File: config.mk
export PLATFORM = sky130hd
export DESIGN_NAME = bus_arbiter
export DESIGN_NICKNAME = d
export VERILOG_FILES = /design/src/rtl/bus_arbiter.sv
export SDC_FILE = /design/constraint.sdc
export NUM_CORES = 1
export LEC_CHECK = 0
export ABC_AREA = 1
export CAP_MARGIN = 20
export CORE_AREA = 3 3 118 120
export DETAILED_ROUTE_END_ITERATION = 8
export DIE_AREA = 0 0 121 123
export HOLD_SLACK_MARGIN = 0.08
export SLEW_MARGIN = 20
export SYNTH_ARGS = -nofsm -noshare
export SYNTH_HDL_FRONTEND = slang
export SYNTH_SLANG_ARGS = --single-unit
File: constraint.sdc
create_clock -name clk -period 1.5 [get_ports clk]
set_input_delay 0.375 -clock clk [delete_from_list [all_inputs] [get_ports clk]]
set_output_delay 0.375 -clock clk [all_outputs]
set_load 0.03 [all_outputs]
File: src/rtl/bus_arbiter.sv
// ---------------------------------------------------------------------------
// bus_arbiter
//
// Round-robin arbiter that lets two masters share one slave bus. Ownership is
// granted in IDLE and held for exactly one transaction, which ends with
// bus_ready, with the owner dropping its request (abort) or, optionally, with
// a watchdog timeout. The request path is muxed combinationally from the
// owning master. The response path (bus_ready/bus_dat_i) reaches the owner in
// the same cycle.
//
// Optional feature (compile-time macro): ARB_TIMEOUT_EN
//   defined   : an 8-bit watchdog aborts an owned transaction after TIMEOUT
//               cycles without bus_ready. The owner gets a ready pulse with
//               32'hDEADBEEF and arb_err pulses for one cycle.
//   undefined : no watchdog, arb_err is tied to 0.
//
// Parameters
//   XLEN        data/address width
//   SLAVE_WIDTH width of the slave-select field
//   TIMEOUT     watchdog limit in cycles (1..255), used with ARB_TIMEOUT_EN
//
// Ports
//   clk                 system clock, rising edge
//   rst                 asynchronous active-low reset
//   mN_req/wen/mode/addr/num/dat_o   master N request fields (inputs)
//   mN_dat_i, mN_ready  response to master N
//   bus_req/wen/mode/addr/num/dat_o  slave-side request
//   bus_dat_i, bus_ready            slave-side response
//   arb_err             one-cycle watchdog timeout pulse
// ---------------------------------------------------------------------------
module bus_arbiter #(
    parameter int unsigned XLEN        = 32,
    parameter int unsigned SLAVE_WIDTH = 4,
    parameter int unsigned TIMEOUT     = 255
) (
    input  logic                      clk,
    input  logic                      rst,

    input  logic                      m0_req,
    input  logic                      m0_wen,
    input  logic [2:0]                m0_mode,
    input  logic [XLEN-SLAVE_WIDTH-1:0] m0_addr,
    input  logic [SLAVE_WIDTH-1:0]    m0_num,
    input  logic [XLEN-1:0]           m0_dat_o,
    output logic [XLEN-1:0]           m0_dat_i,
    output logic                      m0_ready,

    input  logic                      m1_req,
    input  logic                      m1_wen,
    input  logic [2:0]                m1_mode,
    input  logic [XLEN-SLAVE_WIDTH-1:0] m1_addr,
    input  logic [SLAVE_WIDTH-1:0]    m1_num,
    input  logic [XLEN-1:0]           m1_dat_o,
    output logic [XLEN-1:0]           m1_dat_i,
    output logic                      m1_ready,

    output logic                      bus_req,
    output logic                      bus_wen,
    output logic [2:0]                bus_mode,
    output logic [XLEN-SLAVE_WIDTH-1:0] bus_addr,
    output logic [SLAVE_WIDTH-1:0]    bus_num,
    output logic [XLEN-1:0]           bus_dat_o,
    input  logic [XLEN-1:0]           bus_dat_i,
    input  logic                      bus_ready,

    output logic                      arb_err
);

    localparam logic [XLEN-1:0] DEAD_WORD = XLEN'(32'hDEADBEEF);

    typedef enum logic [1:0] {
        IDLE = 2'd0,
        OWN0 = 2'd1,
        OWN1 = 2'd2
    } state_e;

    state_e state_q, state_d;
    logic   last_q, last_d;     // index of the master served most recently
    logic   timeout;            // watchdog fires this cycle (never with bus_ready)

`ifdef ARB_TIMEOUT_EN
    logic [7:0] cnt_q, cnt_d;

    // The counter holds the number of completed waiting cycles, so the
    // TIMEOUT-th owned cycle is the one that sees TIMEOUT-1 here.
    assign timeout = (state_q != IDLE) && !bus_ready && (cnt_q == 8'(TIMEOUT - 1));

    // Cleared on entry to (and exit from) ownership, counts while owned.
    always_comb begin
        cnt_d = '0;
        if (state_q != IDLE && state_d != IDLE) begin
            cnt_d = cnt_q + 8'd1;
        end
    end
`else
    logic [7:0] unused_timeout;

    assign unused_timeout = 8'(TIMEOUT);
    assign timeout        = 1'b0;
`endif

    // ------------------------------------------------------------------
    // Next-state logic
    // ------------------------------------------------------------------
    always_comb begin
        state_d = state_q;
        last_d  = last_q;
        case (state_q)
            IDLE: begin
                // On a tie the master that was not served last wins.
                if (m0_req && (!m1_req || last_q)) begin
                    state_d = OWN0;
                end else if (m1_req) begin
                    state_d = OWN1;
                end
            end
            OWN0: begin
                if (bus_ready || !m0_req || timeout) begin
                    state_d = IDLE;
                    last_d  = 1'b0;
                end
            end
            OWN1: begin
                if (bus_ready || !m1_req || timeout) begin
                    state_d = IDLE;
                    last_d  = 1'b1;
                end
            end
            default: begin
                state_d = IDLE;
            end
        endcase
    end

    // ------------------------------------------------------------------
    // State registers
    // ------------------------------------------------------------------
    always_ff @(posedge clk or negedge rst) begin
        if (!rst) begin
            state_q <= IDLE;
            last_q  <= 1'b1;
`ifdef ARB_TIMEOUT_EN
            cnt_q   <= '0;
`endif
        end else begin
            state_q <= state_d;
            last_q  <= last_d;
`ifdef ARB_TIMEOUT_EN
            cnt_q   <= cnt_d;
`endif
        end
    end

    // ------------------------------------------------------------------
    // Request mux and response routing; everything is 0 in IDLE, so the
    // asynchronous reset clears every output at once.
    // ------------------------------------------------------------------
    always_comb begin
        bus_req   = 1'b0;
        bus_wen   = 1'b0;
        bus_mode  = '0;
        bus_addr  = '0;
        bus_num   = '0;
        bus_dat_o = '0;
        m0_ready  = 1'b0;
        m0_dat_i  = '0;
        m1_ready  = 1'b0;
        m1_dat_i  = '0;
        case (state_q)
            OWN0: begin
                bus_req   = m0_req && !timeout;
                bus_wen   = m0_wen;
                bus_mode  = m0_mode;
                bus_addr  = m0_addr;
                bus_num   = m0_num;
                bus_dat_o = m0_dat_o;
                m0_ready  = bus_ready || timeout;
                m0_dat_i  = timeout ? DEAD_WORD : bus_dat_i;
            end
            OWN1: begin
                bus_req   = m1_req && !timeout;
                bus_wen   = m1_wen;
                bus_mode  = m1_mode;
                bus_addr  = m1_addr;
                bus_num   = m1_num;
                bus_dat_o = m1_dat_o;
                m1_ready  = bus_ready || timeout;
                m1_dat_i  = timeout ? DEAD_WORD : bus_dat_i;
            end
            default: begin
            end
        endcase
    end

    assign arb_err = timeout;

endmodule

# After elaboration in Yosys (flattened, before gate mapping)
# Cells that the tools add are included.
# Widths: inputs -> output; s select.
word_totals:
  register_bits: 3
  latchBits: 0
  ram_bits: 0
  rom_bits: 0
  input_bits: 173
  out_inout_bits: 136
  word_cells: 35
  n_memories: 0
op_classes:
  addsub: 0
  multipliers: 0
  div_mod_pow: 0
  magnitude_cmp: 0
  eq_ne: 5
  shifts: 0
  mux: 18
  n_bitwise: 0
  n_reduce_logical: 10
op_table:
  columns: ["cell", "count"]
  rows:
  - ["$mux 32", 2]
  - ["$pmux 32 s2", 1]
  - ["$pmux 28 s2", 1]
  - ["$mux 2", 4]
  - ["$pmux 4 s2", 1]
  - ["$pmux 1 s2", 3]
  - ["$pmux 2 s3", 1]
  - ["$pmux 3 s2", 1]
  - ["$reduce_and 3->1", 2]
  - ["$mux 1", 4]
  - ["$ne 2x2->1 const B", 2]
  - ["$logic_or 1x1->1", 3]
  - ["$ne 3x3->1 const B", 1]
  - ["$eq 2x1->1 const B", 1]
  - ["$eq 2x2->1 const B", 1]
  - ["$logic_not 1->1", 2]
  - ["$logic_not 2->1", 1]
  - ["$reduce_bool 2->1", 1]
  - ["$logic_and 1x1->1", 1]

# Depth between registers and ports, before layout
# Gate-level depths: netlist of the first run.
logic_depth:
  ltp_word: 5
  mapped_depth: 9
  mapped_depth_nobuf: 8

# Worst setup path before layout of the first run
# OpenSTA, ideal clock, no wires.
synth_path:
  path_type: "register to output"
  start: "register state_q[1]"
  end: "output port bus_addr[10]"
  arrival_time_ns: 1.558
  required_time_ns: 1.125
  path_slack_ns: -0.433
  stages_incl_launch_ff: 7
  n_path_buf: 2
  cell_sequence: "dfrtp_1 -> inv_1 -> ha_1 -> inv_2 -> buf_2 -> buf_2 -> a21oi_1"
synth_between:
  elab_chain_len: 2
  word_cells_on_any_way: 3
  cone_classes: "2 x eq/ne; 1 x mux"
synth_lines:
  columns: ["item", "line", "source"]
  rows:
  - ["start: declaration", "77", "state_e state_q, state_d;"]
  - ["start signal: assignment", "146", "state_q <= state_d;"]
  - ["$eq 2x2->1 or $eq 2x1->1 (tied branches)", "169", "case (state_q)"]
  - ["$pmux 28 s2 *", "169", null]
  - ["end: declaration", "60", "output logic [XLEN-SLAVE_WIDTH-1:0] bus_addr,"]
# Mark *: on every way between the ends. The rest lies on a longest branch, timed or not.

# Worst setup path after layout of the first run
layout_path:
  start: "register state_q[0]"
  end: "output port bus_dat_o[25]"
layout_between:
  elab_chain_len: 2
  word_cells_on_any_way: 3
  cone_classes: "2 x eq/ne; 1 x mux"
layout_lines:
  columns: ["item", "line", "source"]
  rows:
  - ["$eq 2x2->1 or $eq 2x1->1 (tied branches)", "169", null]
  - ["$pmux 32 s2 *", "169", null]
  - ["end: declaration", "62", "output logic [XLEN-1:0] bus_dat_o,"]
# Marks and branches as above.

==> results of run 1 <==
-- logic make-up after synthesis --
logic type / count (synthesis) / synth area share [%]
adders and majority gates: 4 / 2.79
DFF: 3 / 4.25
other: 1 / 0.209
AOI/OAI and AO/OA: 69 / 19.2
buffers and inverters: 103 / 26.2
and+or+nand+nor: 224 / 47.3
-- stage by stage --
step	setup slack (ns)	power (W)
final	-0.489	0.0126
after global routing	-0.536	0.0132
after CTS	-0.482	0.0118
after detailed placement	-0.307	0.0101
after global placement	-0.262	0.0101
after floorplan	-0.148	0.00651
-- worst max-delay path: stages (launching register included) --
cell and delay (ns):
dfrtp_1 0.39, inv_2 0.12, ha_4 0.18, buf_12 0.14, clkbuf_16 0.17, nand2_2 0.07
a21oi_4 0.16, buf_6 0.15
-- cells in the mapped netlist (all sizes together) --
master / number
nand2: 218
inv: 72
a21oi: 69
buf: 26
clkbuf: 5
ha: 4
dfrtp: 2
nand3: 2
nor2: 2
conb: 1
dfstp: 1
nand4: 1
or2: 1
-- cell type report --
type	count	share of cell area (%)
clock buffer	4	1.18
inverter	72	4.22
multi-input combinational	298	33.2
sequential	3	1.14
tap	176	3.28
timing repair buffer	343	57.0
-- flip-flops by register name, summed over array words and instances (netlist names) --
| register | cells |
|---|---|
| state_q | 2 |
| last_q | 1 |
-- how the worst max path moves through the flow --
stage / slack [ns] / cells after the start / startpoint / endpoint
3_3_place_gp: -0.26 / 7 / state_q[1] / m0_dat_i[31]
2_1_floorplan: -0.15 / 7 / state_q[0] / bus_addr[2]
5_1_grt: -0.54 / 7 / state_q[0] / bus_dat_o[25]
4_1_cts: -0.48 / 7 / state_q[0] / bus_addr[16]
3_5_place_dp: -0.31 / 7 / state_q[1] / m0_dat_i[9]
6_report: -0.49 / 7 / state_q[0] / bus_dat_o[25]
-- cells in the final DEF, fill, tap and decap left out, types with 6 or more instances in the layout --
cell type	instances
clkdlybuf4s50_1	172
buf_12	27
nand2_1	156
clkbuf_16	8
nand2_2	47
inv_2	65
nand2_4	15
buf_6	96
a21oi_4	60
buf_4	41
a21oi_2	9
inv_1	6
-- what timing repair did --
item / CTS / global route
pin swaps: 3 / 23
cloned: 3 / 6
resized for setup: 112 / 75
setup buffers: 2 / 4
setup endpoints to repair: 137 / 138
-- routing by layer --
| layer | wire [microns] | vias to the layer above | GRT usage (%) |
|---|---|---|---|
| li1 | - | 1827 | - |
| met1 | 4710 | 1688 | 16.8 |
| met2 | 7860 | 172 | 32.2 |
| met3 | 1110 | 11 | 3.20 |
| met4 | 159 | 0 | 2.90 |
| met5 | 0 | - | 0 |
-- power breakdown --
group          leakage [nW]  internal (W)  total, W  switching (W)
Clock                0.0382      0.000351  0.000428      0.0000768
Combinational          2.84       0.00518    0.0120        0.00682
Sequential           0.0361      0.000124  0.000150      0.0000257
Total                  2.92       0.00565    0.0126        0.00692
==> out/qor.csv, run 1 <==
stage;metric;value;unit
pwr;static leakage;2.92;nW
floorplan;Die Y;123;microns
flow_run;max_cap viols;0;
route;initial DRC count;78;
timing;Tcrit/Tclk final;133;%
route;average wire per standard cell;15.4;microns
floorplan;Die Area;0.0149;sq mm
synthesis;Synth Cell Area;0.00179;sq mm
global_route;vias in the first global route;3691;
synthesis;synthesized net count;581;
route;TritonRoute pass-1 iters;6;
global_route;largest net degree at the start of global routing;33;
global_route;first-pass GRT wire length;19100;microns
floorplan;Initial Utilization;13.7;%
timing;worst hold slack;0.342;ns
timing;setup ws final;-0.489;ns
synthesis;Synth Register Bits;3;
final_layout;# diodes;0;
timing;Pins Over Slew Limit;0;
setup_path;Critical Path End Type;output port;
setup_path;Reg2Reg Depth;9;
status;status;finished, violations left;
final_layout;Finished Core Util;51.2;%
timing;Layout Skew;0.00152;ns
status;violated checks;negative setup slack;
global_route;global route total overflow;0;
timing;RSZ-0062 raised after global routing;true;
setup_path;RR Endpoint;state_q[0];
placement;placed inst area;0.00574;sq mm
synthesis;Synth cell types;16;
pwr;maximum VDD drop;860;uV
synthesis;Avg Inst Size Synth;4.44;sq um
placement;DP Wirelength;10300;microns
placement;Placer Congestion;0.755;
synthesis;largest cells by area after synthesis;nand2_1, a21oi_1, inv_1, buf_2, buf_6;
pwr;pwr/cell area;1870;mW/mm^2
hold_path;worst hold-check path type;input port to asynchronous set/reset pin;
clock_tree;clk sinks;3;
final_layout;area of the multi-input gates;0.00223;sq mm
setup_path;crit path kind;register to output port;
clock_tree;Num CTS Buffers;3;
final_layout;fin nets;898;
floorplan;std cell rows;42;
route;Post-Route WL;13800;microns
floorplan;IO Pins;309;
clock_tree;CTS tree;built;
route;number of vias in the routed layout;3698;
setup_path;FF-to-FF setup slack;0.05;ns
global_route;antenna violations before repair;0;
final_layout;fillcell total;1214;
timing;Tmin final;1.99;ns
final_layout;FF+latch area;76.3;sq um
setup_path;crit start category;register;
setup_path;crit path max fanout;8;
synthesis;post-synthesis sequential area ratio;4.25;%
placement;placed cell count;879;
final_layout;fraction of layout cells with a size suffix above 1;52.4;%
synthesis;Synth area leader;nand2_1;
route;Antenna Nets Post-Route;0;
global_route;total track usage;15.8;%
setup_path;CP Data Arrival Time;1.61;ns
timing;final hold violation count;0;
timing;total negative setup slack;-52.33;ns
timing;Fmax;503;MHz
final_layout;design area;0.00670;sq mm
clock_tree;cell chosen for the clock root;clkbuf_16;
clock_tree;Worst-path clk slew;0.03;ns
route;DRC violations left;0;
final_layout;Area growth syn-to-layout;274;%
floorplan;Die X;121;microns
placement;port bufs;307;
synthesis;warnings from Yosys;0;
setup_path;Worst Path Required;1.12;ns
final_layout;fin cells;896;
clock_tree;Clk Latency, worst-skew pair;0.23;ns
timing;final setup violation count;135;
setup_path;Worst R2R Start;state_q[0];
synthesis;Syn Inst Count;404;
clock_tree;CTS Buffer Depth;2;
clock_tree;# hold bufs at CTS;0;
floorplan;Core ar.;0.0131;sq mm
synthesis;post-synth top area share;45.6;%
route;Via density;4.13;
clock_tree;htree depth;1;
No activity file was read; power rests on OpenSTA's default activity.
==> run 2: changes to the inputs <==
Settings changed: REMOVE_ABC_BUFFERS set to 1.
==> run 2 against run 1 <==
Effect of this change:
- the run still ends with negative setup slack left
- clock skew rose by 0.0018 ns
- combinational power shrank 6%
- first-iteration DRC count is 60% higher
- clock-buffer cell count did not move
- worst hold slack better by 0.0038 ns
- die area unchanged
- wire length down 0.69%
- critical path depth is 1 higher
- via count grew 0.24%
==> out/qor.csv, run 2 (synthesized netlist as in run 1, its figures left out) <==
stage;metric;value;unit;change
status;status;finished, violations left;;
status;violated checks;negative setup slack;;
final_layout;largest register by flop count;state_q;;
global_route;total track usage;15.6;%;-0.22 points
global_route;global route total overflow;0;;unchanged
timing;final setup violation count;136;;+0.74%
setup_path;crit start category;register;;
global_route;largest net degree at the start of global routing;32;;-3.0%
global_route;antenna violations before repair;0;;unchanged
timing;Tcrit/Tclk final;132;%;-0.80 points
hold_path;worst hold-check path type;input port to asynchronous set/reset pin;;
flow_run;max_cap viols;0;;unchanged
setup_path;Critical Path End Type;output port;;
placement;Placer Congestion;0.800;;+6.1%
route;DRC violations left;0;;unchanged
pwr;switching share of total power;52.8;%;-2.2 points
placement;placed cell count;889;;+1.1%
floorplan;Die Area;0.0149;sq mm;unchanged
pwr;P_int;0.00560;W;-0.82%
placement;DP Wirelength;9420;microns;-8.8%
setup_path;crit path kind;register to output port;;
final_layout;fin cells;910;;+1.6%
global_route;first-pass GRT wire length;18500;microns;-3.1%
route;number of vias in the routed layout;3707;;+0.24%
floorplan;Core ar.;0.0131;sq mm;unchanged
setup_path;crit path max fanout;5;;-3
setup_path;Reg2Reg Depth;9;;unchanged
pwr;maximum VDD drop;967;uV;+12%
setup_path;CP Data Arrival Time;1.60;ns;about the same
final_layout;most frequent cells in the layout;clkdlybuf4s50_1, nand2_1, buf_6;;
route;Via density;4.07;;-1.3%
timing;RSZ-0062 raised after global routing;true;;
timing;Pins Over Slew Limit;0;;unchanged
timing;final hold violation count;0;;unchanged
final_layout;# diodes;0;;unchanged
pwr;pwr/cell area;1820;mW/mm^2;-2.7%
floorplan;IO Pins;309;;unchanged
setup_path;Worst R2R Start;state_q[0];;
route;initial DRC count;125;;+60%
setup_path;Worst Path Required;1.12;ns;about the same
pwr;clock share of power;3.6;%;+0.2 points
clock_tree;Clk Latency, worst-skew pair;0.23;ns;about the same
clock_tree;Worst-path clk slew;0.03;ns;about the same
final_layout;fin nets;912;;+1.6%
timing;Tmin final;1.98;ns;-0.0121 ns
placement;port bufs;307;;unchanged
timing;Layout Skew;0.00334;ns;+0.00182 ns
clock_tree;CTS tree;built;;
pwr;static leakage;3.06;nW;+4.8%
clock_tree;# hold bufs at CTS;0;;unchanged
pwr;power share of the sequential group;1.2;%;about the same
timing;setup ws final;-0.477;ns;+0.0121 ns
final_layout;fraction of layout cells with a size suffix above 1;43.9;%;-8.5 points
timing;Fmax;506;MHz;+0.61%
pwr;combinational power share;95.1;%;-0.3 points
floorplan;Die Y;123;microns;unchanged
final_layout;commonest non-fill, non-tap cell in the layout;clkdlybuf4s50_1;;
clock_tree;htree depth;1;;unchanged
final_layout;largest registers;state_q (2), last_q (1);;
clock_tree;cell chosen for the clock root;clkbuf_16;;
final_layout;Area growth syn-to-layout;263;%;
clock_tree;Num CTS Buffers;3;;unchanged
route;TritonRoute pass-1 iters;4;;-2
final_layout;max reg flops;2;;unchanged
placement;Setup Slack @ Placement;-0.265;ns;+0.0426 ns
global_route;vias in the first global route;3489;;-5.5%
route;Post-Route WL;13700;microns;-0.69%
floorplan;std cell rows;42;;unchanged
route;Antenna Nets Post-Route;0;;unchanged
floorplan;Initial Utilization;13.7;%;unchanged
route;average wire per standard cell;15.1;microns;-2.2%
clock_tree;CTS Buffer Depth;2;;unchanged
pwr;Psw;0.00627;W;-9.4%
clock_tree;clk sinks;3;;unchanged
setup_path;FF-to-FF setup slack;-0.11;ns;-0.16 ns
floorplan;Die X;121;microns;unchanged
setup_path;RR Endpoint;last_q;;
## run 2: cell types whose count changed in the layout (fill, tap and decap cells not counted), sizes merged
cell  before  now
buf      166  180
## run 2: through the flow
stage	instance area, sq um	hold WS (ns)	utilization, %	power [W]	setup TNS (ns)
after floorplan	1590	0.0794	-	0.00424	-184.96
after global placement	5110	0.455	39.1	0.00838	-20.30
after detailed placement	5110	0.459	39.1	0.00836	-21.29
after CTS	5850	0.345	44.7	0.0105	-53.36
after global routing	6510	0.359	49.8	0.0125	-60.54
final	6510	0.345	49.8	0.0119	-52.47
## run 2: what timing repair did
action	4_1_cts	5_1_grt
gates cloned	6	6
gates resized for setup	119	159
setup buffers	4	3
pin swaps	2	13
setup endpoints to repair	135	138
## run 2: worst max path at each step
stage / from / slack [ns] / cells past startpoint / end
after floorplan: state_q[1] / -1.85 / 4 / bus_req
after global placement: state_q[0] / -0.26 / 6 / bus_addr[6]
after detailed placement: state_q[0] / -0.26 / 6 / bus_addr[6]
after CTS: state_q[0] / -0.46 / 7 / bus_addr[20]
after global routing: state_q[0] / -0.53 / 6 / bus_addr[21]
final: state_q[0] / -0.48 / 8 / m0_dat_i[21]
## run 2: cell type report
cell class	instances	area, sq um
Tap cell	176	220
Inverter	72	278
Fill cell	1231	6570
Clock buffer	4	78.8
Sequential cell	3	76.3
Multi-Input combinational cell	298	1840
Timing Repair Buffer	357	4020
## run 2: routing by layer
| metal | track usage [%] | up-vias | routed length [microns] |
|---|---|---|---|
| met2 | 30.6 | 199 | 7220 |
| li1 | - | 1859 | - |
| met4 | 1.42 | 0 | 117 |
| met5 | 0 | - | 0 |
| met3 | 3.89 | 10 | 1320 |
| met1 | 17.6 | 1639 | 5080 |
## run 2: power groups by stage
stage	combinational (W)	clock [W]	sequential (W)
global placement	0.00823	0	0.000141
CTS	0.00990	0.000433	0.000146
global route	0.0120	0.000446	0.000151
detailed placement	0.00821	0	0.000143
floorplan	0.00409	0	0.000145
finish	0.0113	0.000433	0.000147
## run 2: worst max-delay path, cell delays in order (launching register included)
cell and delay (ns):
dfrtp_1 0.39, buf_6 0.13, ha_4 0.19, buf_12 0.15
clkbuf_16 0.17, buf_8 0.13, nand2_4 0.05, inv_2 0.03
buf_6 0.12
==> run 3: changes to the inputs <==
Settings changed: SLEW_MARGIN 20 to 10.
==> results of run 3 <==
No change in the layout: final DEF, timing and power equal those of run 2.
